`config.mk`:
```
export PLATFORM = sky130hd
export DESIGN_NAME = uart_rx
export DESIGN_NICKNAME = d
export VERILOG_FILES = /design/src/rtl/uart_rx.sv
export SDC_FILE = /design/constraint.sdc
export NUM_CORES = 1
export LEC_CHECK = 0
export ABC_CLOCK_PERIOD_IN_PS = 4900
export BUFFER_PORTS_ARGS = -buffer_cell sky130_fd_sc_hd__buf_2
export CAP_MARGIN = 20
export CORE_MARGIN = 10
export CORE_UTILIZATION = 35
export CTS_BUF_LIST = sky130_fd_sc_hd__clkbuf_4 sky130_fd_sc_hd__clkbuf_8
export DETAILED_ROUTE_END_ITERATION = 12
export GPL_TIMING_DRIVEN = 0
export SETUP_SLACK_MARGIN = 0.5
export SYNTH_ARGS = -nofsm -noshare
export SYNTH_HDL_FRONTEND = slang
export SYNTH_SLANG_ARGS = --single-unit
```
`constraint.sdc`:
```
create_clock -name clk -period 4.9 [get_ports clk]
set_clock_uncertainty 0.05 [all_clocks]
set_input_delay 0.245 -clock clk [delete_from_list [all_inputs] [get_ports clk]]
set_output_delay 0.245 -clock clk [all_outputs]
set_load 0.01 [all_outputs]
```
`src/rtl/uart_rx.sv`:
```
// 8N1 UART receiver: 2-flop synchronized, mid-bit sampled, LSB first,
// single-entry valid/ready output register with framing-error and overrun pulses.
module uart_rx #(
    parameter int CLKS_PER_BIT = 16
) (
    input  logic       clk,
    input  logic       rst,
    input  logic       in__rx,
    output logic [7:0] out__data,
    output logic       out__valid,
    input  logic       in__ready,
    output logic       out__frame_err,
    output logic       out__overrun
);

    localparam int HALF = CLKS_PER_BIT / 2;
    localparam int CW   = $clog2(CLKS_PER_BIT);
    localparam logic [CW-1:0] CNT_HALF = CW'(HALF - 1);
    localparam logic [CW-1:0] CNT_BIT  = CW'(CLKS_PER_BIT - 1);

    typedef enum logic [2:0] {
        S_IDLE,
        S_START,
        S_DATA,
        S_STOP,
        S_BREAK
    } state_t;

    state_t        r_state;
    logic          r_sync1;
    logic          r_sync2;
    logic [CW-1:0] r_cnt;
    logic [2:0]    r_idx;
    logic [7:0]    r_shreg;
    logic [7:0]    r_data;
    logic          r_valid;
    logic          r_frame_err;
    logic          r_overrun;

    logic w_rx_s;
    logic w_tick;

    assign w_rx_s = r_sync2;
    assign w_tick = (r_cnt == '0);

    // NOTE: all state here uses non-blocking assignments so every register
    // updates from pre-edge values; later assignments in the block win.
    always_ff @(posedge clk or negedge rst) begin
        if (!rst) begin
            // Synchronizer resets to the idle level so release never looks like a start bit.
            r_sync1     <= 1'b1;
            r_sync2     <= 1'b1;
            r_state     <= S_IDLE;
            r_cnt       <= '0;
            r_idx       <= '0;
            r_shreg     <= '0;
            r_data      <= '0;
            r_valid     <= 1'b0;
            r_frame_err <= 1'b0;
            r_overrun   <= 1'b0;
        end else begin
            r_sync1     <= in__rx;
            r_sync2     <= r_sync1;
            r_frame_err <= 1'b0;
            r_overrun   <= 1'b0;

            if (r_valid && in__ready)
                r_valid <= 1'b0;

            case (r_state)
                S_IDLE: begin
                    if (!w_rx_s) begin
                        r_state <= S_START;
                        r_cnt   <= CNT_HALF;
                    end
                end
                S_START: begin
                    if (!w_tick) begin
                        r_cnt <= r_cnt - 1'b1;
                    end else if (w_rx_s) begin
                        r_state <= S_IDLE;
                    end else begin
                        r_state <= S_DATA;
                        r_idx   <= '0;
                        r_cnt   <= CNT_BIT;
                    end
                end
                S_DATA: begin
                    if (!w_tick) begin
                        r_cnt <= r_cnt - 1'b1;
                    end else begin
                        r_shreg <= {w_rx_s, r_shreg[7:1]};
                        r_cnt   <= CNT_BIT;
                        if (r_idx == 3'd7)
                            r_state <= S_STOP;
                        else
                            r_idx <= r_idx + 1'b1;
                    end
                end
                S_STOP: begin
                    if (!w_tick) begin
                        r_cnt <= r_cnt - 1'b1;
                    end else if (w_rx_s) begin
                        r_state <= S_IDLE;
                        // A same-cycle handshake frees the register for the new byte.
                        if (!r_valid || in__ready) begin
                            r_data  <= r_shreg;
                            r_valid <= 1'b1;
                        end else begin
                            r_overrun <= 1'b1;
                        end
                    end else begin
                        r_frame_err <= 1'b1;
                        r_state     <= S_BREAK;
                    end
                end
                S_BREAK: begin
                    if (w_rx_s)
                        r_state <= S_IDLE;
                end
                default: r_state <= S_IDLE;
            endcase
        end
    end

    assign out__data      = r_data;
    assign out__valid     = r_valid;
    assign out__frame_err = r_frame_err;
    assign out__overrun   = r_overrun;

endmodule

```
Word-level counts from Yosys, hierarchy flattened
Cells that the tools add are included.

word-level totals
  bits of input ports = 4
  memories = 0
  latch bits = 0
  output and inout bits = 11
  ROM bits = 0
  flip-flop bits (word level) = 31
  RAM bits = 0

cells by class
  reduce and logical (&&, ||, !) cells = 12
  div/mod/pow operators = 0
  muxes and demuxes = 32
  bitwise operators = 0
  order comparisons = 0
  multiply operators = 0
  add/sub/neg operators = 2
  shift operators = 0
  equality and inequality tests = 15

operators with widths
  operator                                                            count
  3-bit 2-to-1 mux                                                    11
  4-bit 2-to-1 mux                                                    5
  2-bit inequality test, second input constant                        9
  4-bit case mux with 4 select lines                                  1
  3-bit case mux with 5 select lines                                  1
  1-bit 2-to-1 mux                                                    12
  4-bit AND reduction                                                 2
  3-bit by 2-bit == test with 1-bit output, second input constant     2
  3-bit == test, second input constant                                2
  3-bit case mux with 2 select lines                                  1
  6-bit AND reduction                                                 1
  5-bit AND reduction                                                 1
  4-bit logical NOT                                                   1
  4-bit nonzero test                                                  1
  4-bit by 1-bit subtractor with 4-bit output, second input constant  1
  3-bit by 1-bit adder with 3-bit output, second input constant       1
  3-bit by 1-bit == test with 1-bit output, second input constant     1
  3-bit logical NOT                                                   1
  3-bit inequality test, second input constant                        1
  2-bit 2-to-1 mux                                                    1
  2-bit AND reduction                                                 1
  2-bit nonzero test                                                  1
  1-bit logical AND                                                   1
  1-bit logical NOT                                                   1
  1-bit logical OR                                                    1

Logic depth before layout (Yosys ltp)
  depth after elaboration = 6
  mapped depth = 5

Worst setup path before layout
Ideal clock, no wire load.

  path kind = register -> register
  start = register r_cnt[1]
  end = register r_data[0] (netlist: out__data[0])
  stages on the path, launching flop included = 6
  required time = 4725 ps
  clock period less this slack = 2047 ps
  path slack = 2853 ps
  data arrival time = 1872 ps
  cells stage by stage = dfrtp_1 -> inv_1 -> ha_1 -> or4b_4 -> nor3b_4 -> mux2_2

on the way
  word-level cells in the longest chain between the ends = 2

ends and longest elaborated chain
  item                                  line  source
  from (decl)                           32    logic [CW-1:0] r_cnt;
  from (signal assigned)                79    r_cnt <= r_cnt - 1'b1;
  from (signal assigned)                90    r_cnt <= r_cnt - 1'b1;
  from (signal assigned)                102   r_cnt <= r_cnt - 1'b1;
  4-bit logical NOT                     44    assign w_tick = (r_cnt == '0);
  4-bit AND reduction (no source line)  --
  to (signal assigned)                  107   r_data <= r_shreg;
  to (decl)                             35    logic [7:0] r_data;

Every way passes these cells.
A chain may end at the register's enable or synchronous reset.

Final worst setup path
  start = register r_cnt[1]
  end = register r_data[2] (netlist: out__data[2])

The elaborated chain is that of the path after synthesis.

==> metrics.txt <==
Initial Utilization 0.368; Max VDD drop 152 uV; Vias/cell 5.03; Sw Pwr 223 uW; Core Area 0.00372 sq mm; vias in the first global route 845; Worst EP arrival 2.45 ns; CP Capture Type flip-flop; routability cong. 0.825; Worst setup SP type flip-flop; cell taking the most area after synthesis dfrtp_1; layout cells sized above 1 0.372; htree depth 2; R2R depth 5; final setup TNS 0 ns; crit path max fanout 8; max-cap violation count 0; number of I/O pins 15; Post-Synthesis Net Count 114; Max-slew headroom 0.544; chip width 82.5 microns; largest net degree at the start of global routing 32; Antenna Diode Count 0; post-synthesis instance total 107; CTS Buffer Depth 2; clk_lat worst skew 0.27 ns; Core Rows 22; CTS Buf Count 5; Clock Power Share 0.272; synth warn 0; # nets final 136; grt ovf 0; most frequent cells in the layout dfrtp_1 (29), mux2_2 (17), buf_2 (14); port bufs 14; status complete, no violations; RSZ-0062 raised after global routing false; final hold violation count 0; Hold Crit Class in2reg; CTS root buf clkbuf_8; fin crit period 2.34 ns; first-pass GRT wire length 4260 microns; Least-Margin Pin Slew 0.684 ns; sequential area share after synthesis 0.570; Multi-input gate area 551 sq um; FF/Latch Area 778 sq um; Peak Freq 427 MHz; switching portion of total power 0.309; first drt pass iteration count 4; Filler Cell Count 375; CTS sink cnt 31; gr usage total 0.0813; Die ar. 0.00680 sq mm; drc violations 0; remaining antenna violation count after routing 0; Synth Register Bits 31; Power per Cell Area 454 mW/mm^2; Cells on Worst Hold Path 1; Avg Inst Size Synth 12.8 sq um; post-DP HPWL 1720 microns; initial antenna violation count 0; Initial DRC Count 54; vias after detailed routing 891; fin util 0.429; CTS tree yes; Final period util 0.478; crit path kind reg2reg; top post-synthesis cells by area dfrtp_1 (53%), mux2_2 (14%), dfstp_2 (3.8%), ha_1 (2.7%), nor3b_1 (2.7%); Setup Fix Bufs, Post-CTS 0; worst path required time 5.01 ns; Routed WL 2420 microns; Static Leak 0.779 nW; synthesized area 0.00137 sq mm; Die Y 82.5 microns; Flop pwr share 0.451; Int Pwr 500 uW; Area Growth Syn to Fin 16.7%; Wirelength per Cell 13.7 microns; Slew Viols, Final 0; # setup viols final 0; Combinational Power Share 0.278; Reg clk slew, reported paths 0.06 ns; commonest non-fill, non-tap cell in the layout dfrtp_1; Synth cell types 30; post-synth top area share 0.531
synth_stat cells:
| library cell | n |
|---|---|
| or4b_4 | 1 |
| a22o_1 | 2 |
| o21bai_1 | 1 |
| o22ai_1 | 1 |
| inv_1 | 4 |
| nor2b_1 | 2 |
| or3b_2 | 1 |
| a221oi_1 | 1 |
| o41ai_1 | 1 |
| a311oi_1 | 1 |
| o21ai_0 | 3 |
| or2_2 | 3 |
| nor4b_1 | 2 |
| buf_6 | 1 |
| nor2_1 | 5 |
| a21oi_1 | 4 |
| and2b_2 | 1 |
| nand2_1 | 3 |
| mux2_2 | 17 |
| nand3_1 | 3 |
| dfstp_2 | 2 |
| nor3_1 | 2 |
| ha_1 | 3 |
| nor3b_4 | 1 |
| nor3b_1 | 5 |
| a211oi_1 | 3 |
| nand3b_1 | 1 |
| dfrtp_1 | 29 |
| or2b_1 | 1 |
| clkbuf_1 | 3 |
layer usage:
| layer | track usage | up-vias | part of all wire |
|---|---|---|---|
| met4 | 0.0357 | 0 | 0 |
| met2 | 0.117 | 17 | 0.48 |
| met5 | 0 | - | 0 |
| met1 | 0.106 | 448 | 0.47 |
| met3 | 0.0313 | 0 | 0.045 |
| li1 | - | 426 | - |
timing repair:
item	4_1_cts	5_1_grt
hold buffers	1	0
resized for setup	0	0
endpoints found under the hold margin	29	0
setup endpoints to repair	0	0
critical path, cell delays in order (launching register included):
cell and delay [ns]:
dfrtp_1 0.41, inv_1 0.09, ha_1 0.25, or4b_4 0.53
nor3b_4 0.49, mux2_2 0.40
per-stage QoR:
stage	std cells	power [mW]	setup WS, ns	cell area [sq um]	hold WS, ns
2_1_floorplan	107	0.483	2.85	1370	-0.101
3_3_place_gp	169	0.518	2.62	1500	0.266
3_5_place_dp	169	0.532	2.57	1500	0.278
4_1_cts	177	0.736	2.54	1590	0.00854
5_1_grt	177	0.778	2.47	1590	0.00967
6_report	177	0.723	2.56	1590	0.0197
kinds of logic after synthesis:
| logic type | after synthesis | share of synthesized area |
|---|---|---|
| buf+inv | 8 | 0.0275 |
| fa+ha+maj | 3 | 0.0275 |
| mux | 17 | 0.140 |
| flops | 31 | 0.570 |
| simple gates | 31 | 0.151 |
| compound gates | 17 | 0.0843 |
sequential cells by signal, indices dropped and copies added (netlist names):
signal / count
r_cnt: 4
out__frame_err: 1
out__data: 8
r_state: 3
out__valid: 1
r_sync2: 1
r_sync1: 1
r_idx: 3
out__overrun: 1
r_shreg: 8
final timing paths:
kind / start / to / slack [ns]
worst max-delay path: r_cnt[1]$_DFFE_PN0P_ / out__data[2]$_DFFE_PN0P_ / 2.56
worst min-delay path: in__rx / r_sync1$_DFF_PN1_ / 0.02
worst max register to register: r_cnt[1]$_DFFE_PN0P_ / out__data[2]$_DFFE_PN0P_ / 2.56
worst min register to register: r_sync1$_DFF_PN1_ / r_sync2$_DFF_PN1_ / 0.31
max in group asynchronous: rst / r_shreg[7]$_DFFE_PN0P_ / 3.86
min in group asynchronous: rst / r_idx[0]$_DFFE_PN0P_ / 0.50
layout make-up:
type                       count  area share
sequential                    31       0.488
inverter                       4     0.00942
buffer                         4      0.0141
timing repair buffer          15      0.0502
tap                           48      0.0377
clock buffer                   6      0.0518
multi-input combinational     68       0.345
clock inverter                 1     0.00314
power groups by stage:
stage	clock network, mW	logic [mW]	registers, mW
6_report	0.196	0.201	0.326
5_1_grt	0.216	0.229	0.333
3_5_place_dp	0	0.202	0.330
2_1_floorplan	0	0.160	0.323
4_1_cts	0.206	0.204	0.326
3_3_place_gp	0	0.191	0.327
No activity file was read; power rests on OpenSTA's default activity.
